--- src/rtl/l1_beam_trigger_ctrl_pkg.sv ---
// Shared widths, reset constants and types for the L1 beam trigger control path.
// The threshold array type is also used by beamform_trigger.
package l1_trigger_pkg;
  localparam int NBEAMS_DEF       = 2;
  localparam int THRESH_BITS_DEF  = 18;
  localparam int HOLDOFF_BITS_DEF = 8;
  localparam int SCALER_BITS_DEF  = 16;
  localparam int GATE_BITS_DEF    = 24;

  localparam logic [THRESH_BITS_DEF-1:0] THRESH_RESET = '1;

  typedef logic [NBEAMS_DEF-1:0][THRESH_BITS_DEF-1:0] thresh_arr_t;

  // Select width for a beam index; one bit minimum so a single beam still has a port.
  function automatic int sel_bits(input int n);
    return (n > 1) ? $clog2(n) : 1;
  endfunction
endpackage

--- src/rtl/l1_beam_trigger_ctrl_if.sv ---
// Bus between the trigger control stage and its surroundings (threshold write,
// raw comparator hits, trigger outputs, scaler readout).
interface l1_beam_trigger_ctrl_if #(
  parameter int NBEAMS       = l1_trigger_pkg::NBEAMS_DEF,
  parameter int THRESH_BITS  = l1_trigger_pkg::THRESH_BITS_DEF,
  parameter int HOLDOFF_BITS = l1_trigger_pkg::HOLDOFF_BITS_DEF,
  parameter int SCALER_BITS  = l1_trigger_pkg::SCALER_BITS_DEF,
  parameter int GATE_BITS    = l1_trigger_pkg::GATE_BITS_DEF
);
  import l1_trigger_pkg::*;
  localparam int SEL_BITS = sel_bits(NBEAMS);

  logic [THRESH_BITS-1:0]             thresh_i;
  logic [NBEAMS-1:0]                  thresh_ce_i;
  logic                               update_i;
  logic [NBEAMS-1:0][THRESH_BITS-1:0] thresh_o;
  logic [NBEAMS-1:0]                  beam_trig_i;
  logic [NBEAMS-1:0]                  mask_i;
  logic [HOLDOFF_BITS-1:0]            holdoff_i;
  logic [GATE_BITS-1:0]               gate_len_i;
  logic [NBEAMS-1:0]                  trigger_o;
  logic                               trig_any_o;
  logic [SEL_BITS-1:0]                scal_sel_i;
  logic [SCALER_BITS-1:0]             scal_dat_o;
  logic                               scal_valid_o;

  modport master (
    output thresh_i, thresh_ce_i, update_i, beam_trig_i, mask_i, holdoff_i,
           gate_len_i, scal_sel_i,
    input  thresh_o, trigger_o, trig_any_o, scal_dat_o, scal_valid_o
  );
  modport slave (
    input  thresh_i, thresh_ce_i, update_i, beam_trig_i, mask_i, holdoff_i,
           gate_len_i, scal_sel_i,
    output thresh_o, trigger_o, trig_any_o, scal_dat_o, scal_valid_o
  );
endinterface

--- src/rtl/l1_beam_trigger_ctrl_holdoff.sv ---
// One beam: accept/holdoff logic, registered trigger pulse and a saturating
// scaler that is latched and cleared at the gate terminal cycle.
module l1_beam_holdoff #(
  parameter int HOLDOFF_BITS = 8,
  parameter int SCALER_BITS  = 16
) (
  input  logic                    aclk,
  input  logic                    aresetn,
  input  logic                    trig,
  input  logic                    mask,
  input  logic [HOLDOFF_BITS-1:0] holdoff,
  input  logic                    gate_end,
  input  logic                    latch,
  output logic                    trig_nx,
  output logic                    trig_q,
  output logic [SCALER_BITS-1:0]  latched
);
  logic [HOLDOFF_BITS-1:0] hold;
  logic [SCALER_BITS-1:0]  cnt, cnt_nx;

  always_comb begin
    trig_nx = trig && !mask && (hold == '0);
    cnt_nx  = cnt;
    if (trig_nx && !(&cnt)) cnt_nx = cnt + SCALER_BITS'(1);
  end

  // The latch takes cnt_nx so an accept in the terminal cycle lands in the closing gate.
  always_ff @(posedge aclk) begin
    if (!aresetn) begin
      hold    <= '0;
      trig_q  <= 1'b0;
      cnt     <= '0;
      latched <= '0;
    end else begin
      trig_q <= trig_nx;
      if (trig_nx)          hold <= holdoff;
      else if (hold != '0)  hold <= hold - HOLDOFF_BITS'(1);
      if (latch)            latched <= cnt_nx;
      cnt <= gate_end ? '0 : cnt_nx;
    end
  end
endmodule

--- src/rtl/l1_beam_trigger_ctrl.sv ---
// L1 per-beam trigger control: double-buffered thresholds, per-beam holdoff
// and masking, trigger OR, and gated per-beam rate scalers.
module l1_beam_trigger_ctrl #(
  parameter int NBEAMS       = l1_trigger_pkg::NBEAMS_DEF,
  parameter int THRESH_BITS  = l1_trigger_pkg::THRESH_BITS_DEF,
  parameter int HOLDOFF_BITS = l1_trigger_pkg::HOLDOFF_BITS_DEF,
  parameter int SCALER_BITS  = l1_trigger_pkg::SCALER_BITS_DEF,
  parameter int GATE_BITS    = l1_trigger_pkg::GATE_BITS_DEF
) (
  input  logic                  aclk,
  input  logic                  aresetn,
  l1_beam_trigger_ctrl_if.slave bus
);
  import l1_trigger_pkg::*;
  localparam int SEL_BITS = sel_bits(NBEAMS);

  logic [NBEAMS-1:0][THRESH_BITS-1:0] pending, active;

  // Update copies the pre-edge pending value, so a same-cycle write waits for the next update.
  always_ff @(posedge aclk) begin
    if (!aresetn) begin
      pending <= '1;
      active  <= '1;
    end else begin
      if (bus.update_i) active <= pending;
      for (int b = 0; b < NBEAMS; b++)
        if (bus.thresh_ce_i[b]) pending[b] <= bus.thresh_i;
    end
  end

  assign bus.thresh_o = active;

  logic [GATE_BITS-1:0] gate_cnt, gate_len_q, gate_len_eff;
  logic                 gate_end;

  // Gate length is taken live in the first cycle of a period and held for the rest.
  always_comb begin
    gate_len_eff = (gate_cnt == '0) ? bus.gate_len_i : gate_len_q;
    gate_end     = (gate_cnt == gate_len_eff);
  end

  always_ff @(posedge aclk) begin
    if (!aresetn) begin
      gate_cnt   <= '0;
      gate_len_q <= '0;
    end else begin
      if (gate_cnt == '0) gate_len_q <= bus.gate_len_i;
      gate_cnt <= gate_end ? '0 : gate_cnt + GATE_BITS'(1);
    end
  end

  logic [NBEAMS-1:0]                  trig_nx, trig_q;
  logic [NBEAMS-1:0][SCALER_BITS-1:0] latched;

  for (genvar b = 0; b < NBEAMS; b++) begin : g_beam
    l1_beam_holdoff #(
      .HOLDOFF_BITS(HOLDOFF_BITS),
      .SCALER_BITS (SCALER_BITS)
    ) u_beam (
      .aclk    (aclk),
      .aresetn (aresetn),
      .trig    (bus.beam_trig_i[b]),
      .mask    (bus.mask_i[b]),
      .holdoff (bus.holdoff_i),
      .gate_end(gate_end),
      .latch   (gate_end),
      .trig_nx (trig_nx[b]),
      .trig_q  (trig_q[b]),
      .latched (latched[b])
    );
  end

  logic                   trig_any, scal_valid;
  logic [SCALER_BITS-1:0] scal_dat;

  always_ff @(posedge aclk) begin
    if (!aresetn) begin
      trig_any   <= 1'b0;
      scal_valid <= 1'b0;
      scal_dat   <= '0;
    end else begin
      trig_any   <= |trig_nx;
      scal_valid <= gate_end;
      scal_dat   <= (int'(bus.scal_sel_i) < NBEAMS) ? latched[bus.scal_sel_i] : '0;
    end
  end

  assign bus.trigger_o    = trig_q;
  assign bus.trig_any_o   = trig_any;
  assign bus.scal_valid_o = scal_valid;
  assign bus.scal_dat_o   = scal_dat;

  logic unused_sel_w;
  assign unused_sel_w = ^SEL_BITS'(0);
endmodule

--- src/flat_wrapper.sv ---
// flat-port wrapper written by rule: the top's interface ports become plain ports
module l1_beam_trigger_ctrl_flat import l1_trigger_pkg::*;
#(
  parameter int NBEAMS       = l1_trigger_pkg::NBEAMS_DEF,
  parameter int THRESH_BITS  = l1_trigger_pkg::THRESH_BITS_DEF,
  parameter int HOLDOFF_BITS = l1_trigger_pkg::HOLDOFF_BITS_DEF,
  parameter int SCALER_BITS  = l1_trigger_pkg::SCALER_BITS_DEF,
  parameter int GATE_BITS    = l1_trigger_pkg::GATE_BITS_DEF
)
  (aclk, aresetn, bus_thresh_i, bus_thresh_ce_i, bus_update_i, bus_beam_trig_i, bus_mask_i, bus_holdoff_i, bus_gate_len_i, bus_scal_sel_i, bus_thresh_o, bus_trigger_o, bus_trig_any_o, bus_scal_dat_o, bus_scal_valid_o);
  l1_beam_trigger_ctrl_if #(.NBEAMS(NBEAMS), .THRESH_BITS(THRESH_BITS), .HOLDOFF_BITS(HOLDOFF_BITS), .SCALER_BITS(SCALER_BITS), .GATE_BITS(GATE_BITS)) bus_i ();
  input  logic aclk;
  input  logic aresetn;
  input wire logic [$bits(bus_i.thresh_i)-1:0] bus_thresh_i;
  input wire logic [$bits(bus_i.thresh_ce_i)-1:0] bus_thresh_ce_i;
  input wire logic [$bits(bus_i.update_i)-1:0] bus_update_i;
  input wire logic [$bits(bus_i.beam_trig_i)-1:0] bus_beam_trig_i;
  input wire logic [$bits(bus_i.mask_i)-1:0] bus_mask_i;
  input wire logic [$bits(bus_i.holdoff_i)-1:0] bus_holdoff_i;
  input wire logic [$bits(bus_i.gate_len_i)-1:0] bus_gate_len_i;
  input wire logic [$bits(bus_i.scal_sel_i)-1:0] bus_scal_sel_i;
  output wire logic [$bits(bus_i.thresh_o)-1:0] bus_thresh_o;
  output wire logic [$bits(bus_i.trigger_o)-1:0] bus_trigger_o;
  output wire logic [$bits(bus_i.trig_any_o)-1:0] bus_trig_any_o;
  output wire logic [$bits(bus_i.scal_dat_o)-1:0] bus_scal_dat_o;
  output wire logic [$bits(bus_i.scal_valid_o)-1:0] bus_scal_valid_o;
  assign bus_i.thresh_i = bus_thresh_i;
  assign bus_i.thresh_ce_i = bus_thresh_ce_i;
  assign bus_i.update_i = bus_update_i;
  assign bus_i.beam_trig_i = bus_beam_trig_i;
  assign bus_i.mask_i = bus_mask_i;
  assign bus_i.holdoff_i = bus_holdoff_i;
  assign bus_i.gate_len_i = bus_gate_len_i;
  assign bus_i.scal_sel_i = bus_scal_sel_i;
  assign bus_thresh_o = bus_i.thresh_o;
  assign bus_trigger_o = bus_i.trigger_o;
  assign bus_trig_any_o = bus_i.trig_any_o;
  assign bus_scal_dat_o = bus_i.scal_dat_o;
  assign bus_scal_valid_o = bus_i.scal_valid_o;
  l1_beam_trigger_ctrl #(.NBEAMS(NBEAMS), .THRESH_BITS(THRESH_BITS), .HOLDOFF_BITS(HOLDOFF_BITS), .SCALER_BITS(SCALER_BITS), .GATE_BITS(GATE_BITS)) u_core (.aclk(aclk), .aresetn(aresetn), .bus(bus_i));
endmodule
--- config.mk ---
export PLATFORM = sky130hd
export DESIGN_NAME = l1_beam_trigger_ctrl_flat
export DESIGN_NICKNAME = d
export VERILOG_FILES = /design/src/rtl/l1_beam_trigger_ctrl_pkg.sv /design/src/rtl/l1_beam_trigger_ctrl_if.sv /design/src/rtl/l1_beam_trigger_ctrl_holdoff.sv /design/src/rtl/l1_beam_trigger_ctrl.sv /design/src/flat_wrapper.sv
export SDC_FILE = /design/constraint.sdc
export NUM_CORES = 1
export LEC_CHECK = 0
export CORE_MARGIN = 2
export CORE_UTILIZATION = 28
export CTS_CLUSTER_SIZE = 25
export DETAILED_ROUTE_END_ITERATION = 10
export GPL_TIMING_DRIVEN = 0
export SLEW_MARGIN = 25
export SYNTH_ARGS = -nofsm -noshare
export SYNTH_HDL_FRONTEND = slang
export SYNTH_SLANG_ARGS = --single-unit
export TNS_END_PERCENT = 100
--- constraint.sdc ---
create_clock -name aclk -period 6.5 [get_ports aclk]
set_input_delay 0.975 -clock aclk [delete_from_list [all_inputs] [get_ports aclk]]
set_output_delay 0.975 -clock aclk [all_outputs]
set_load 0.02 [all_outputs]
==> results of run 1 <==
-- routing by layer --
| metal | track usage, % | wire length, um |
|---|---|---|
| met5 | 0 | 24 |
| met4 | 4.38 | 596 |
| met3 | 4.19 | 1890 |
| met2 | 21.9 | 10300 |
| met1 | 19.3 | 11900 |
-- layout by cell type (no fill, tap or decap), types with 5 or more instances in the layout --
cell                              count
sky130_fd_sc_hd__nor2_1              97
sky130_fd_sc_hd__mux2i_1             93
sky130_fd_sc_hd__nor3_1              39
sky130_fd_sc_hd__dfxtp_1            220
sky130_fd_sc_hd__and3_1               6
sky130_fd_sc_hd__and4_1               5
sky130_fd_sc_hd__o21ai_0              6
sky130_fd_sc_hd__a21oi_1             65
sky130_fd_sc_hd__nand3_1             20
sky130_fd_sc_hd__inv_1               26
sky130_fd_sc_hd__nor2b_1             39
sky130_fd_sc_hd__clkdlybuf4s50_1    111
sky130_fd_sc_hd__nor3_2               6
sky130_fd_sc_hd__clkbuf_16           24
sky130_fd_sc_hd__nand4_1             20
sky130_fd_sc_hd__buf_4                9
sky130_fd_sc_hd__xnor2_1             39
sky130_fd_sc_hd__clkbuf_1            46
sky130_fd_sc_hd__nand2_1            140
sky130_fd_sc_hd__a2111oi_0            7
sky130_fd_sc_hd__bufinv_16            7
sky130_fd_sc_hd__nor4_1              10
sky130_fd_sc_hd__a211oi_1            19
sky130_fd_sc_hd__buf_2               10
sky130_fd_sc_hd__xor2_1              35
sky130_fd_sc_hd__ha_1                 6
-- cell families after synthesis --
logic type	count (synthesis)	share of synthesized area [%]
muxes	93	10.1
AOI/OAI and AO/OA	123	8.49
xor gates and xnor gates	74	7.00
and+or+nand+nor	408	21.5
DFF	220	47.6
buffers and inverters	94	4.56
adders and majority gates	6	0.811
-- worst min-delay path by stage --
stage                                                   start                             endpoint  slack (ns)  depth (start not counted)
after floorplan           u_core.g_beam[0].u_beam.latched[15]  u_core.g_beam[0].u_beam.latched[15]        0.43                          2
after global placement                   u_core.gate_len_q[7]                 u_core.gate_len_q[7]        0.45                          2
after CTS                                u_core.gate_len_q[7]                 u_core.gate_len_q[7]        0.46                          2
after global routing                     u_core.gate_len_q[6]                 u_core.gate_len_q[6]        0.49                          2
after detailed placement                 u_core.gate_len_q[7]                 u_core.gate_len_q[7]        0.45                          2
final                                    u_core.gate_len_q[7]                 u_core.gate_len_q[7]        0.46                          2
-- tightest hold or removal path, cell delays in order, from the launching register on --
cell and delay [ns]:
sky130_fd_sc_hd__dfxtp_1 0.31, sky130_fd_sc_hd__nand2_1 0.05, sky130_fd_sc_hd__a21oi_1 0.05
-- flip-flops by register name, indices dropped and copies added (netlist names) --
register                      cells
u_core.bus.thresh_o              36
u_core.bus.trig_any_o             1
u_core.bus.scal_valid_o           1
u_core.pending                   36
u_core.gate_len_q                24
u_core.g_beam.u_beam.cnt         32
u_core.gate_cnt                  24
u_core.g_beam.u_beam.latched     32
u_core.g_beam.u_beam.trig_q       2
u_core.g_beam.u_beam.hold        16
u_core.bus.scal_dat_o            16
-- power breakdown --
| group | switching (mW) | internal [mW] | leakage, nW |
|---|---|---|---|
| registers | 0.0631 | 1.43 | 1.79 |
| logic | 0.300 | 0.238 | 2.24 |
| clock network | 0.564 | 0.986 | 0.445 |
| total | 0.927 | 2.65 | 4.48 |
-- area by class of cell --
type / count / area (um^2) / share of cell area [%]
plain buffers: 66 / 317 / 2.68
inverters: 28 / 105 / 0.889
flip-flops and latches: 220 / 4400 / 37.2
clock buffers: 30 / 643 / 5.44
well taps: 442 / 553 / 4.68
multi-input cells: 704 / 4430 / 37.4
repair buffers: 111 / 1110 / 9.39
clock inverters: 14 / 268 / 2.26
-- metrics by stage --
stage	power (mW)	utilization [%]	area (um^2)
finish	3.58	36.4	11800
global route	3.74	36.4	11800
CTS	3.62	36.4	11800
detailed placement	2.06	33.6	10900
global placement	2.05	33.6	10900
floorplan	1.89	-	9250
==> run_summary.xml, run 1 <==
<?xml version="1.0" encoding="UTF-8"?>
<metrics>
  <group name="floorplanning">
    <metric name="number_of_cell_rows" unit="">66</metric>
    <metric name="die-width" unit="um">186</metric>
    <metric name="coreArea" unit="um^2">32500</metric>
    <metric name="ios" unit="">116</metric>
    <metric name="starting_density_of_the_core" unit="%">28.4</metric>
    <metric name="dieArea" unit="um^2">34500</metric>
    <metric name="chip_height" unit="um">186</metric>
  </group>
  <group name="routing">
    <metric name="average_via_count_per_standard_cell" unit="">4.62</metric>
    <metric name="detail_route.wirelength" unit="um">24700</metric>
    <metric name="ant_nets" unit="">0</metric>
    <metric name="wl_cell" unit="um">15.3</metric>
    <metric name="first_pass_iters" unit="">5</metric>
    <metric name="initialDrtViolationCount" unit="">428</metric>
    <metric name="route.detailed.drc" unit="">0</metric>
    <metric name="num_vias" unit="">7468</metric>
  </group>
  <group name="synthesis">
    <metric name="number_of_synthesized_register_bits" unit="">220</metric>
    <metric name="synth.cell_area" unit="um^2">9250</metric>
    <metric name="yosysTopAreaCell" unit="">sky130_fd_sc_hd__dfxtp_1</metric>
    <metric name="post_synth_most_frequent_cells" unit="">sky130_fd_sc_hd__dfxtp_1 (220), sky130_fd_sc_hd__nand2_1 (140), sky130_fd_sc_hd__nor2_1 (97)</metric>
    <metric name="yosysWarningCount" unit="">0</metric>
    <metric name="synth_cell_type_count" unit="">55</metric>
    <metric name="netlist_top_cells_area" unit="">sky130_fd_sc_hd__dfxtp_1 (48%), sky130_fd_sc_hd__mux2i_1 (10%), sky130_fd_sc_hd__nand2_1 (5.7%), sky130_fd_sc_hd__nor2_1 (3.9%), sky130_fd_sc_hd__xnor2_1 (3.7%)</metric>
    <metric name="synth.net_count" unit="">1084</metric>
    <metric name="leading_register_cell_type_out_of_synthesis" unit="">sky130_fd_sc_hd__dfxtp_1</metric>
    <metric name="synth_enable_flop_cells" unit="">0</metric>
    <metric name="async_set_reset_flop_share_out_of_synthesis" unit="%">0</metric>
    <metric name="synth.yosys.seq_area_share" unit="%">47.6</metric>
    <metric name="synth_top_area_share" unit="%">47.6</metric>
    <metric name="synth_cells" unit="">1018</metric>
    <metric name="synth_area_per_cell" unit="um^2">9.09</metric>
    <metric name="synth.most_common_cell" unit="">sky130_fd_sc_hd__dfxtp_1</metric>
  </group>
  <group name="clock_tree">
    <metric name="cts.root.buffer_cell" unit="">sky130_fd_sc_hd__clkbuf_16</metric>
    <metric name="cts_repair_resize_count" unit="">0</metric>
    <metric name="cts_tree" unit="">yes</metric>
    <metric name="cts-root-to-sink-buffers" unit="">3</metric>
    <metric name="clkLatencyLatePin" unit="ns">0.53</metric>
    <metric name="clock_tree.htree_level_count" unit="">1</metric>
    <metric name="cts.clk_slew.worst_paths" unit="ns">0.06</metric>
    <metric name="clock_sink_count" unit="">220</metric>
    <metric name="cts_made_buffers" unit="">24</metric>
    <metric name="holdBufCountCts" unit="">0</metric>
    <metric name="post_cts_buffers" unit="">0</metric>
  </group>
  <group name="critical_path">
    <metric name="cp_slowest_stage_delay" unit="ns">0.54</metric>
    <metric name="critical_path.startpoint" unit="">bus_gate_len_i[20]</metric>
    <metric name="cp.buffers_inverters" unit="">2</metric>
    <metric name="register_to_register_setup_slack" unit="ns">3.45</metric>
    <metric name="timing.setup.critical_path_class" unit="">in -&gt; reg</metric>
    <metric name="path_depth" unit="">9</metric>
    <metric name="critical_path.reg2reg.endpoint" unit="">u_core.g_beam[0].u_beam.latched[15]</metric>
    <metric name="timing.critical_path.arrival" unit="ns">3.75</metric>
    <metric name="crit_path_max_delay_family" unit="">simple AND/OR/NAND/NOR gates</metric>
    <metric name="critical_path.max_fanout" unit="">10</metric>
    <metric name="path_cells" unit="">clkdlybuf4s50_1 -&gt; nor2b_1 -&gt; a2111o_1 -&gt; or4_1 -&gt; mux2i_1 -&gt; nand3_4 -&gt; nor2_2 -&gt; buf_4 -&gt; a211oi_1</metric>
    <metric name="critPathSlowestCell" unit="">sky130_fd_sc_hd__or4_1</metric>
    <metric name="cp-end-kind" unit="">flop</metric>
    <metric name="worstSetupStartpointType" unit="">primary input</metric>
    <metric name="critPathCapture" unit="">u_core.g_beam[0].u_beam.latched[1]</metric>
    <metric name="r2r-start" unit="">u_core.g_beam[0].u_beam.hold[0]</metric>
    <metric name="reg2regPathDepth" unit="">10</metric>
    <metric name="required" unit="ns">6.88</metric>
  </group>
  <group name="power_and_ir_drop">
    <metric name="cellLeakagePower" unit="nW">4.48</metric>
    <metric name="power-per-cell-area" unit="nW/um^2">303</metric>
    <metric name="ir_worst_vdd" unit="mV">0.167</metric>
  </group>
  <group name="final_layout">
    <metric name="layout.nets" unit="">1221</metric>
    <metric name="fillCellCount" unit="">3342</metric>
    <metric name="synthToLayoutAreaGrowth" unit="%">27.8</metric>
    <metric name="final-instance-count-excl-fill" unit="">1615</metric>
    <metric name="post_route_cells_drive_above_1_share" unit="%">7.16</metric>
    <metric name="insertedDiodeCount" unit="">0</metric>
  </group>
  <group name="grt">
    <metric name="grt_max_degree" unit="">15</metric>
    <metric name="grt_pass1_wl" unit="um">39400</metric>
    <metric name="global_route_overflow" unit="">0</metric>
    <metric name="initial_antenna_violation_count" unit="">2</metric>
    <metric name="grt_usage" unit="%">14.3</metric>
    <metric name="via_count_of_the_first_global_routing_pass" unit="">7331</metric>
  </group>
  <group name="timing">
    <metric name="report.final.hold_viol_count" unit="">0</metric>
    <metric name="rsz_0062_raised_after_global_routing" unit="">no</metric>
    <metric name="worstMarginPinSlew" unit="ns">0.820</metric>
    <metric name="share_of_the_clock_period_used_by_the_worst_path_after_layout" unit="%">51.9</metric>
    <metric name="setup-violations-final" unit="">0</metric>
    <metric name="clock-skew-final" unit="ns">0.0243</metric>
    <metric name="hold-worst-slack" unit="ns">0.460</metric>
    <metric name="fin_crit" unit="ns">3.37</metric>
    <metric name="timing.final.ws_setup" unit="ns">3.13</metric>
    <metric name="worst_slew_margin_rel" unit="%">44.8</metric>
    <metric name="drv_slew" unit="">0</metric>
    <metric name="clock.fmax" unit="MHz">297</metric>
    <metric name="timing.setup.tns" unit="ns">0</metric>
  </group>
  <group name="hold_path">
    <metric name="min-delay-path-class" unit="">reg -&gt; reg</metric>
  </group>
  <group name="placed_design">
    <metric name="pre_cts_slack" unit="ns">2.56</metric>
    <metric name="post-dp-hpwl" unit="um">18200</metric>
    <metric name="global_placement_routability_congestion" unit="">0.880</metric>
    <metric name="io_buffer_count" unit="">111</metric>
    <metric name="numPlacedInstances" unit="">1571</metric>
  </group>
  <group name="status">
    <metric name="run_status" unit="">complete, no violations</metric>
  </group>
  <group name="job">
    <metric name="cap_violations" unit="">0</metric>
  </group>
</metrics>
No activity file was read; power rests on OpenSTA's default activity.
==> run 2: changes to the inputs <==
==> constraint.sdc (replaced) <==
create_clock -name aclk -period 3.25 [get_ports aclk]
set_input_delay 0.4875 -clock aclk [delete_from_list [all_inputs] [get_ports aclk]]
set_output_delay 0.4875 -clock aclk [all_outputs]
set_load 0.02 [all_outputs]
==> run 2 against run 1 <==
Effect of this change: die area unchanged; hold slack about the same; highest routed layer unchanged; final area about the same.
==> run_summary.xml, run 2 (synthesis results as in run 1) <==
<?xml version="1.0" encoding="UTF-8"?>
<metrics>
  <group name="timing">
    <metric name="clock.fmax" unit="MHz">336</metric>
    <metric name="setup-violations-final" unit="">0</metric>
    <metric name="timing.final.ws_setup" unit="ns">0.271</metric>
    <metric name="worstMarginPinSlew" unit="ns">0.820</metric>
    <metric name="fin_crit" unit="ns">2.98</metric>
    <metric name="report.final.hold_viol_count" unit="">0</metric>
    <metric name="timing.setup.tns" unit="ns">0</metric>
    <metric name="drv_slew" unit="">0</metric>
    <metric name="worst_slew_margin_rel" unit="%">44.8</metric>
    <metric name="clock-skew-final" unit="ns">0.0223</metric>
    <metric name="share_of_the_clock_period_used_by_the_worst_path_after_layout" unit="%">91.7</metric>
    <metric name="hold-worst-slack" unit="ns">0.461</metric>
    <metric name="rsz_0062_raised_after_global_routing" unit="">no</metric>
  </group>
  <group name="job">
    <metric name="cap_violations" unit="">0</metric>
  </group>
  <group name="clock_tree">
    <metric name="cts.root.buffer_cell" unit="">sky130_fd_sc_hd__clkbuf_16</metric>
    <metric name="cts-root-to-sink-buffers" unit="">3</metric>
    <metric name="cts_tree" unit="">yes</metric>
    <metric name="cts_made_buffers" unit="">24</metric>
    <metric name="holdBufCountCts" unit="">0</metric>
    <metric name="cts.clk_slew.worst_paths" unit="ns">0.06</metric>
    <metric name="clkLatencyLatePin" unit="ns">0.53</metric>
    <metric name="clock_sink_count" unit="">220</metric>
    <metric name="clock_tree.htree_level_count" unit="">1</metric>
  </group>
  <group name="power_and_ir_drop">
    <metric name="power-per-cell-area" unit="nW/um^2">605</metric>
    <metric name="cellLeakagePower" unit="nW">4.49</metric>
    <metric name="total_power" unit="mW">7.16</metric>
    <metric name="ir_worst_vdd" unit="mV">0.334</metric>
  </group>
  <group name="grt">
    <metric name="global_route_overflow" unit="">0</metric>
    <metric name="via_count_of_the_first_global_routing_pass" unit="">7331</metric>
    <metric name="grt_pass1_wl" unit="um">39400</metric>
    <metric name="grt_usage" unit="%">14.3</metric>
    <metric name="initial_antenna_violation_count" unit="">2</metric>
    <metric name="grt_max_degree" unit="">15</metric>
  </group>
  <group name="critical_path">
    <metric name="required" unit="ns">3.63</metric>
    <metric name="r2r-start" unit="">u_core.gate_cnt[19]</metric>
    <metric name="cp_slowest_stage_delay" unit="ns">0.50</metric>
    <metric name="worstSetupStartpointType" unit="">flop</metric>
    <metric name="path_cells" unit="">clkbuf_1 -&gt; xor2_1 -&gt; a2111oi_0 -&gt; nand4_1 -&gt; mux2i_1 -&gt; nand4_4 -&gt; nor2_2 -&gt; buf_4 -&gt; a211oi_1</metric>
    <metric name="critical_path.max_fanout" unit="">10</metric>
    <metric name="critPathSlowestCell" unit="">sky130_fd_sc_hd__a2111oi_0</metric>
    <metric name="cp-end-kind" unit="">flop</metric>
    <metric name="timing.setup.critical_path_class" unit="">reg -&gt; reg</metric>
    <metric name="cp.buffers_inverters" unit="">2</metric>
    <metric name="crit_path_max_delay_family" unit="">simple AND/OR/NAND/NOR gates</metric>
    <metric name="timing.critical_path.arrival" unit="ns">3.36</metric>
    <metric name="critical_path.startpoint" unit="">u_core.gate_cnt[19]</metric>
  </group>
  <group name="floorplanning">
    <metric name="ios" unit="">116</metric>
    <metric name="starting_density_of_the_core" unit="%">28.4</metric>
    <metric name="chip_height" unit="um">186</metric>
    <metric name="number_of_cell_rows" unit="">66</metric>
    <metric name="dieArea" unit="um^2">34500</metric>
    <metric name="coreArea" unit="um^2">32500</metric>
    <metric name="die-width" unit="um">186</metric>
  </group>
  <group name="routing">
    <metric name="route.detailed.drc" unit="">0</metric>
    <metric name="initialDrtViolationCount" unit="">401</metric>
    <metric name="num_vias" unit="">7454</metric>
    <metric name="average_via_count_per_standard_cell" unit="">4.62</metric>
    <metric name="ant_nets" unit="">0</metric>
    <metric name="first_pass_iters" unit="">5</metric>
    <metric name="detail_route.wirelength" unit="um">24700</metric>
    <metric name="wl_cell" unit="um">15.3</metric>
  </group>
  <group name="final_layout">
    <metric name="insertedDiodeCount" unit="">0</metric>
    <metric name="final_cell_area" unit="um^2">11800</metric>
    <metric name="synthToLayoutAreaGrowth" unit="%">27.9</metric>
    <metric name="layout.nets" unit="">1221</metric>
    <metric name="mostFrequentLayoutCells" unit="">sky130_fd_sc_hd__dfxtp_1 (220), sky130_fd_sc_hd__nand2_1 (140), sky130_fd_sc_hd__clkdlybuf4s50_1 (111), sky130_fd_sc_hd__nor2_1 (97), sky130_fd_sc_hd__mux2i_1 (93)</metric>
    <metric name="layout.cells.most_common" unit="">sky130_fd_sc_hd__dfxtp_1</metric>
    <metric name="post_route_cells_drive_above_1_share" unit="%">7.25</metric>
    <metric name="final-instance-count-excl-fill" unit="">1615</metric>
    <metric name="final_core_utilization" unit="%">36.4</metric>
  </group>
  <group name="placed_design">
    <metric name="dpl_cell_area" unit="um^2">10900</metric>
    <metric name="io_buffer_count" unit="">111</metric>
    <metric name="pre_cts_slack" unit="ns">-0.203</metric>
    <metric name="global_placement_routability_congestion" unit="">0.880</metric>
    <metric name="post-dp-hpwl" unit="um">18200</metric>
    <metric name="numPlacedInstances" unit="">1571</metric>
  </group>
  <group name="hold_path">
    <metric name="hold_start" unit="">u_core.gate_len_q[7]</metric>
    <metric name="min-delay-path-class" unit="">reg -&gt; reg</metric>
  </group>
  <group name="status">
    <metric name="run_status" unit="">complete, no violations</metric>
  </group>
</metrics>
[run 2: cell count changes in the layout (fill, tap and decap cells not counted)]
cell                      before  now
sky130_fd_sc_hd__nor3b_1       2    1
sky130_fd_sc_hd__nor3b_2       0    1
[run 2: layer usage]
layer,GRT usage (%),vias to the layer above,share of wire [%]
li1,-,3742,-
met1,19.3,3468,48
met2,21.9,193,42
met3,4.19,47,7.3
met4,4.38,4,2.4
met5,0,-,0.097
[run 2: layout make-up]
class | instances | area (um^2)
plain buffers | 66 | 317
clock inverters | 14 | 268
flip-flops and latches | 220 | 4400
repair buffers | 111 | 1110
multi-input cells | 704 | 4430
clock buffers | 30 | 643
well taps | 442 | 553
inverters | 28 | 105
fillers | 3342 | 20700
[run 2: what timing repair did]
| action | 4_1_cts | 5_1_grt |
|---|---|---|
| resized for setup | 0 | 1 |
| setup buffers | 0 | 0 |
| endpoints found under the hold margin | 0 | 0 |
| endpoints found under the setup margin | 0 | 3 |
[run 2: where the power goes]
group | switching, mW | total (mW) | internal, mW
clock network | 1.13 | 3.10 | 1.97
logic | 0.602 | 1.08 | 0.479
registers | 0.127 | 2.98 | 2.86
[run 2: final timing paths]
path              cells after the start  slack (ns)                                 end
setup / recovery                      9        0.27  u_core.g_beam[0].u_beam.latched[1]
hold / removal                        2        0.46                u_core.gate_len_q[7]
setup reg to reg                      9        0.27  u_core.g_beam[0].u_beam.latched[1]
hold reg to reg                       2        0.46                u_core.gate_len_q[7]
[run 2: worst min-delay path, stage by stage (launching register included)]
cell and delay (ns):
sky130_fd_sc_hd__dfxtp_1 0.31, sky130_fd_sc_hd__nand2_1 0.05, sky130_fd_sc_hd__a21oi_1 0.05
==> run 3: changes to the inputs <==
--- a/config.mk
+++ b/config.mk
@@ -5,6 +5,7 @@
 export SDC_FILE = /design/constraint.sdc
 export NUM_CORES = 1
 export LEC_CHECK = 0
+export CORE_ASPECT_RATIO = 0.75
 export CORE_MARGIN = 2
 export CORE_UTILIZATION = 28
 export CTS_CLUSTER_SIZE = 25
==> run 3 against run 2 <==
Effect of this change: cell count fell by 0.12%; clock power shrank 3%; largest power group unchanged; highest routed layer is now met4; clock skew shrank 0.0026 ns; final area fell by 0.11%; register-to-register slack worse by 0.04 ns; via count increased by 0.71%; largest cell class unchanged; sequential cell count did not move; routed wire length grew 1.7%; sequential share of layout area about the same; critical endpoint is now u_core.g_beam[0].u_beam.latched[10].
==> run_summary.xml, run 3 (synthesis results as in run 1) <==
<?xml version="1.0" encoding="UTF-8"?>
<metrics>
  <group name="status">
    <metric name="run_status" unit="">complete, no violations</metric>
  </group>
  <group name="timing">
    <metric name="worst_slew_margin_rel" unit="%">42.2</metric>
    <metric name="setup-violations-final" unit="">0</metric>
    <metric name="rsz_0062_raised_after_global_routing" unit="">no</metric>
    <metric name="hold-worst-slack" unit="ns">0.457</metric>
    <metric name="share_of_the_clock_period_used_by_the_worst_path_after_layout" unit="%">93.0</metric>
    <metric name="clock.fmax" unit="MHz">331</metric>
    <metric name="drv_slew" unit="">0</metric>
    <metric name="timing.setup.tns" unit="ns">0</metric>
    <metric name="worstMarginPinSlew" unit="ns">0.868</metric>
    <metric name="fin_crit" unit="ns">3.02</metric>
    <metric name="clock-skew-final" unit="ns">0.0197</metric>
    <metric name="report.final.hold_viol_count" unit="">0</metric>
  </group>
  <group name="routing">
    <metric name="average_via_count_per_standard_cell" unit="">4.65</metric>
    <metric name="initialDrtViolationCount" unit="">581</metric>
    <metric name="route.detailed.drc" unit="">0</metric>
    <metric name="wl_cell" unit="um">15.6</metric>
    <metric name="ant_nets" unit="">0</metric>
    <metric name="first_pass_iters" unit="">5</metric>
    <metric name="detail_route.wirelength" unit="um">25100</metric>
    <metric name="num_vias" unit="">7507</metric>
  </group>
  <group name="critical_path">
    <metric name="timing.setup.critical_path_class" unit="">reg -&gt; reg</metric>
    <metric name="r2r-start" unit="">u_core.g_beam[0].u_beam.hold[0]</metric>
    <metric name="reg2regPathDepth" unit="">10</metric>
    <metric name="cp_slowest_stage_delay" unit="ns">0.49</metric>
    <metric name="cp-end-kind" unit="">flop</metric>
    <metric name="critPathSlowestCell" unit="">sky130_fd_sc_hd__or4_1</metric>
    <metric name="critical_path.max_fanout" unit="">6</metric>
    <metric name="crit_path_frequent_cell" unit="">sky130_fd_sc_hd__nor3_1</metric>
    <metric name="path_cells" unit="">inv_1 -&gt; ha_1 -&gt; nor3b_1 -&gt; nand3_1 -&gt; or4_1 -&gt; clkbuf_1 -&gt; nor2_1 -&gt; xor2_1 -&gt; nor3_1 -&gt; nor3_1</metric>
    <metric name="worstSetupStartpointType" unit="">flop</metric>
    <metric name="required" unit="ns">3.71</metric>
    <metric name="register_to_register_setup_slack" unit="ns">0.23</metric>
    <metric name="timing.critical_path.arrival" unit="ns">3.48</metric>
    <metric name="critical_path.startpoint" unit="">u_core.g_beam[0].u_beam.hold[0]</metric>
    <metric name="crit_path_max_delay_family" unit="">simple AND/OR/NAND/NOR gates</metric>
    <metric name="path_depth" unit="">10</metric>
    <metric name="cp.buffers_inverters" unit="">2</metric>
    <metric name="critical_path.reg2reg.endpoint" unit="">u_core.g_beam[0].u_beam.latched[10]</metric>
  </group>
  <group name="floorplanning">
    <metric name="ios" unit="">116</metric>
    <metric name="die-width" unit="um">214</metric>
    <metric name="starting_density_of_the_core" unit="%">28.5</metric>
    <metric name="number_of_cell_rows" unit="">57</metric>
    <metric name="dieArea" unit="um^2">34500</metric>
    <metric name="chip_height" unit="um">161</metric>
    <metric name="coreArea" unit="um^2">32400</metric>
  </group>
  <group name="clock_tree">
    <metric name="clkLatencyLatePin" unit="ns">0.54</metric>
    <metric name="cts.clk_slew.worst_paths" unit="ns">0.07</metric>
    <metric name="cts_tree" unit="">yes</metric>
    <metric name="clock_sink_count" unit="">220</metric>
    <metric name="clock_tree.htree_level_count" unit="">1</metric>
    <metric name="cts.root.buffer_cell" unit="">sky130_fd_sc_hd__clkbuf_16</metric>
    <metric name="cts_made_buffers" unit="">24</metric>
    <metric name="cts-root-to-sink-buffers" unit="">3</metric>
  </group>
  <group name="grt">
    <metric name="global_route_overflow" unit="">0</metric>
    <metric name="grt_usage" unit="%">14.3</metric>
    <metric name="via_count_of_the_first_global_routing_pass" unit="">7193</metric>
    <metric name="initial_antenna_violation_count" unit="">0</metric>
    <metric name="grt_max_degree" unit="">16</metric>
    <metric name="grt_pass1_wl" unit="um">39900</metric>
  </group>
  <group name="power_and_ir_drop">
    <metric name="power-per-cell-area" unit="nW/um^2">600</metric>
    <metric name="ir_worst_vdd" unit="mV">0.311</metric>
    <metric name="cellLeakagePower" unit="nW">4.48</metric>
    <metric name="total_power" unit="mW">7.09</metric>
  </group>
  <group name="placed_design">
    <metric name="global_placement_routability_congestion" unit="">0.909</metric>
    <metric name="post-dp-hpwl" unit="um">18800</metric>
    <metric name="io_buffer_count" unit="">111</metric>
  </group>
  <group name="hold_path">
    <metric name="min-delay-path-class" unit="">reg -&gt; reg</metric>
    <metric name="hold_start" unit="">u_core.gate_len_q[10]</metric>
    <metric name="hold-path-cell-count" unit="">2</metric>
    <metric name="worst_hold_path.endpoint" unit="">u_core.gate_len_q[10]</metric>
  </group>
  <group name="final_layout">
    <metric name="layout.cells.most_common" unit="">sky130_fd_sc_hd__dfxtp_1</metric>
    <metric name="final_core_utilization" unit="%">36.4</metric>
    <metric name="post_route_cells_drive_above_1_share" unit="%">7.51</metric>
    <metric name="insertedDiodeCount" unit="">0</metric>
    <metric name="mostFrequentLayoutCells" unit="">sky130_fd_sc_hd__dfxtp_1 (220), sky130_fd_sc_hd__nand2_1 (140), sky130_fd_sc_hd__clkdlybuf4s50_1 (111), sky130_fd_sc_hd__nor2_1 (97), sky130_fd_sc_hd__mux2i_1 (92)</metric>
    <metric name="synthToLayoutAreaGrowth" unit="%">27.7</metric>
    <metric name="layout.nets" unit="">1221</metric>
  </group>
  <group name="job">
    <metric name="cap_violations" unit="">0</metric>
  </group>
</metrics>
[run 3: cell types whose count changed in the layout (fill, tap and decap cells not counted), moves of 2 or more]
| cell | change |
|---|---|
| sky130_fd_sc_hd__clkbuf_8 | +2 |
| sky130_fd_sc_hd__clkbuf_1 | -3 |
| sky130_fd_sc_hd__clkinv_4 | -2 |
| sky130_fd_sc_hd__bufinv_16 | -2 |
| sky130_fd_sc_hd__inv_6 | +2 |
[run 3: worst min-delay path: cells and delay by family, from the launching register on]
family,cells,cell delay (ns)
AND/OR/NAND/NOR,1,0.05
AO/OA/AOI/OAI,1,0.05
flip-flops,1,0.31
[run 3: report_power, final]
group	leakage, nW	switching (mW)	total (mW)	internal, mW
clock network	0.431	1.16	3.02	1.86
logic	2.25	0.610	1.09	0.478
registers	1.79	0.126	2.98	2.86
[run 3: stage by stage]
| stage | worst slack [ns] | std cells | cell area [um^2] |
|---|---|---|---|
| floorplan | 0.636 | 1018 | 9250 |
| global placement | -0.167 | 1571 | 10900 |
| detailed placement | -0.130 | 1571 | 10900 |
| CTS | 0.116 | 1613 | 11800 |
| global route | 0.0365 | 1613 | 11800 |
| finish | 0.226 | 1613 | 11800 |
[run 3: final cells by class]
class | count | area [um^2]
timing repair buffer | 111 | 1110
fill | 3331 | 20600
tap | 442 | 553
inverter | 28 | 105
clock buffer | 29 | 659
sequential | 220 | 4400
buffer | 66 | 317
multi-input combinational | 704 | 4450
clock inverter | 13 | 221
[run 3: repair_timing]
item / CTS / global route
hold buffers: 0 / 0
hold endpoints to repair: 0 / 0
buffers inserted: 0 / 0
resized for setup: 0 / 4
setup endpoints to repair: 0 / 50
[run 3: worst max path at each step]
stage                                               end  slack (ns)
floorplan           u_core.g_beam[1].u_beam.latched[15]        0.64
global placement     u_core.g_beam[0].u_beam.latched[1]       -0.17
detailed placement   u_core.g_beam[0].u_beam.latched[5]       -0.13
CTS                     u_core.g_beam[0].u_beam.cnt[11]        0.12
global route         u_core.g_beam[0].u_beam.latched[9]        0.04
finish              u_core.g_beam[0].u_beam.latched[10]        0.23
[run 3: metal layers]
layer	share of wire (%)	vias up	track usage, %	wire length, um
met5	0	-	0	0
met4	1.9	0	3.81	484
met3	6.0	31	2.84	1520
met2	41	190	20.7	10400
met1	51	3533	21.3	12700
li1	-	3753	-	-
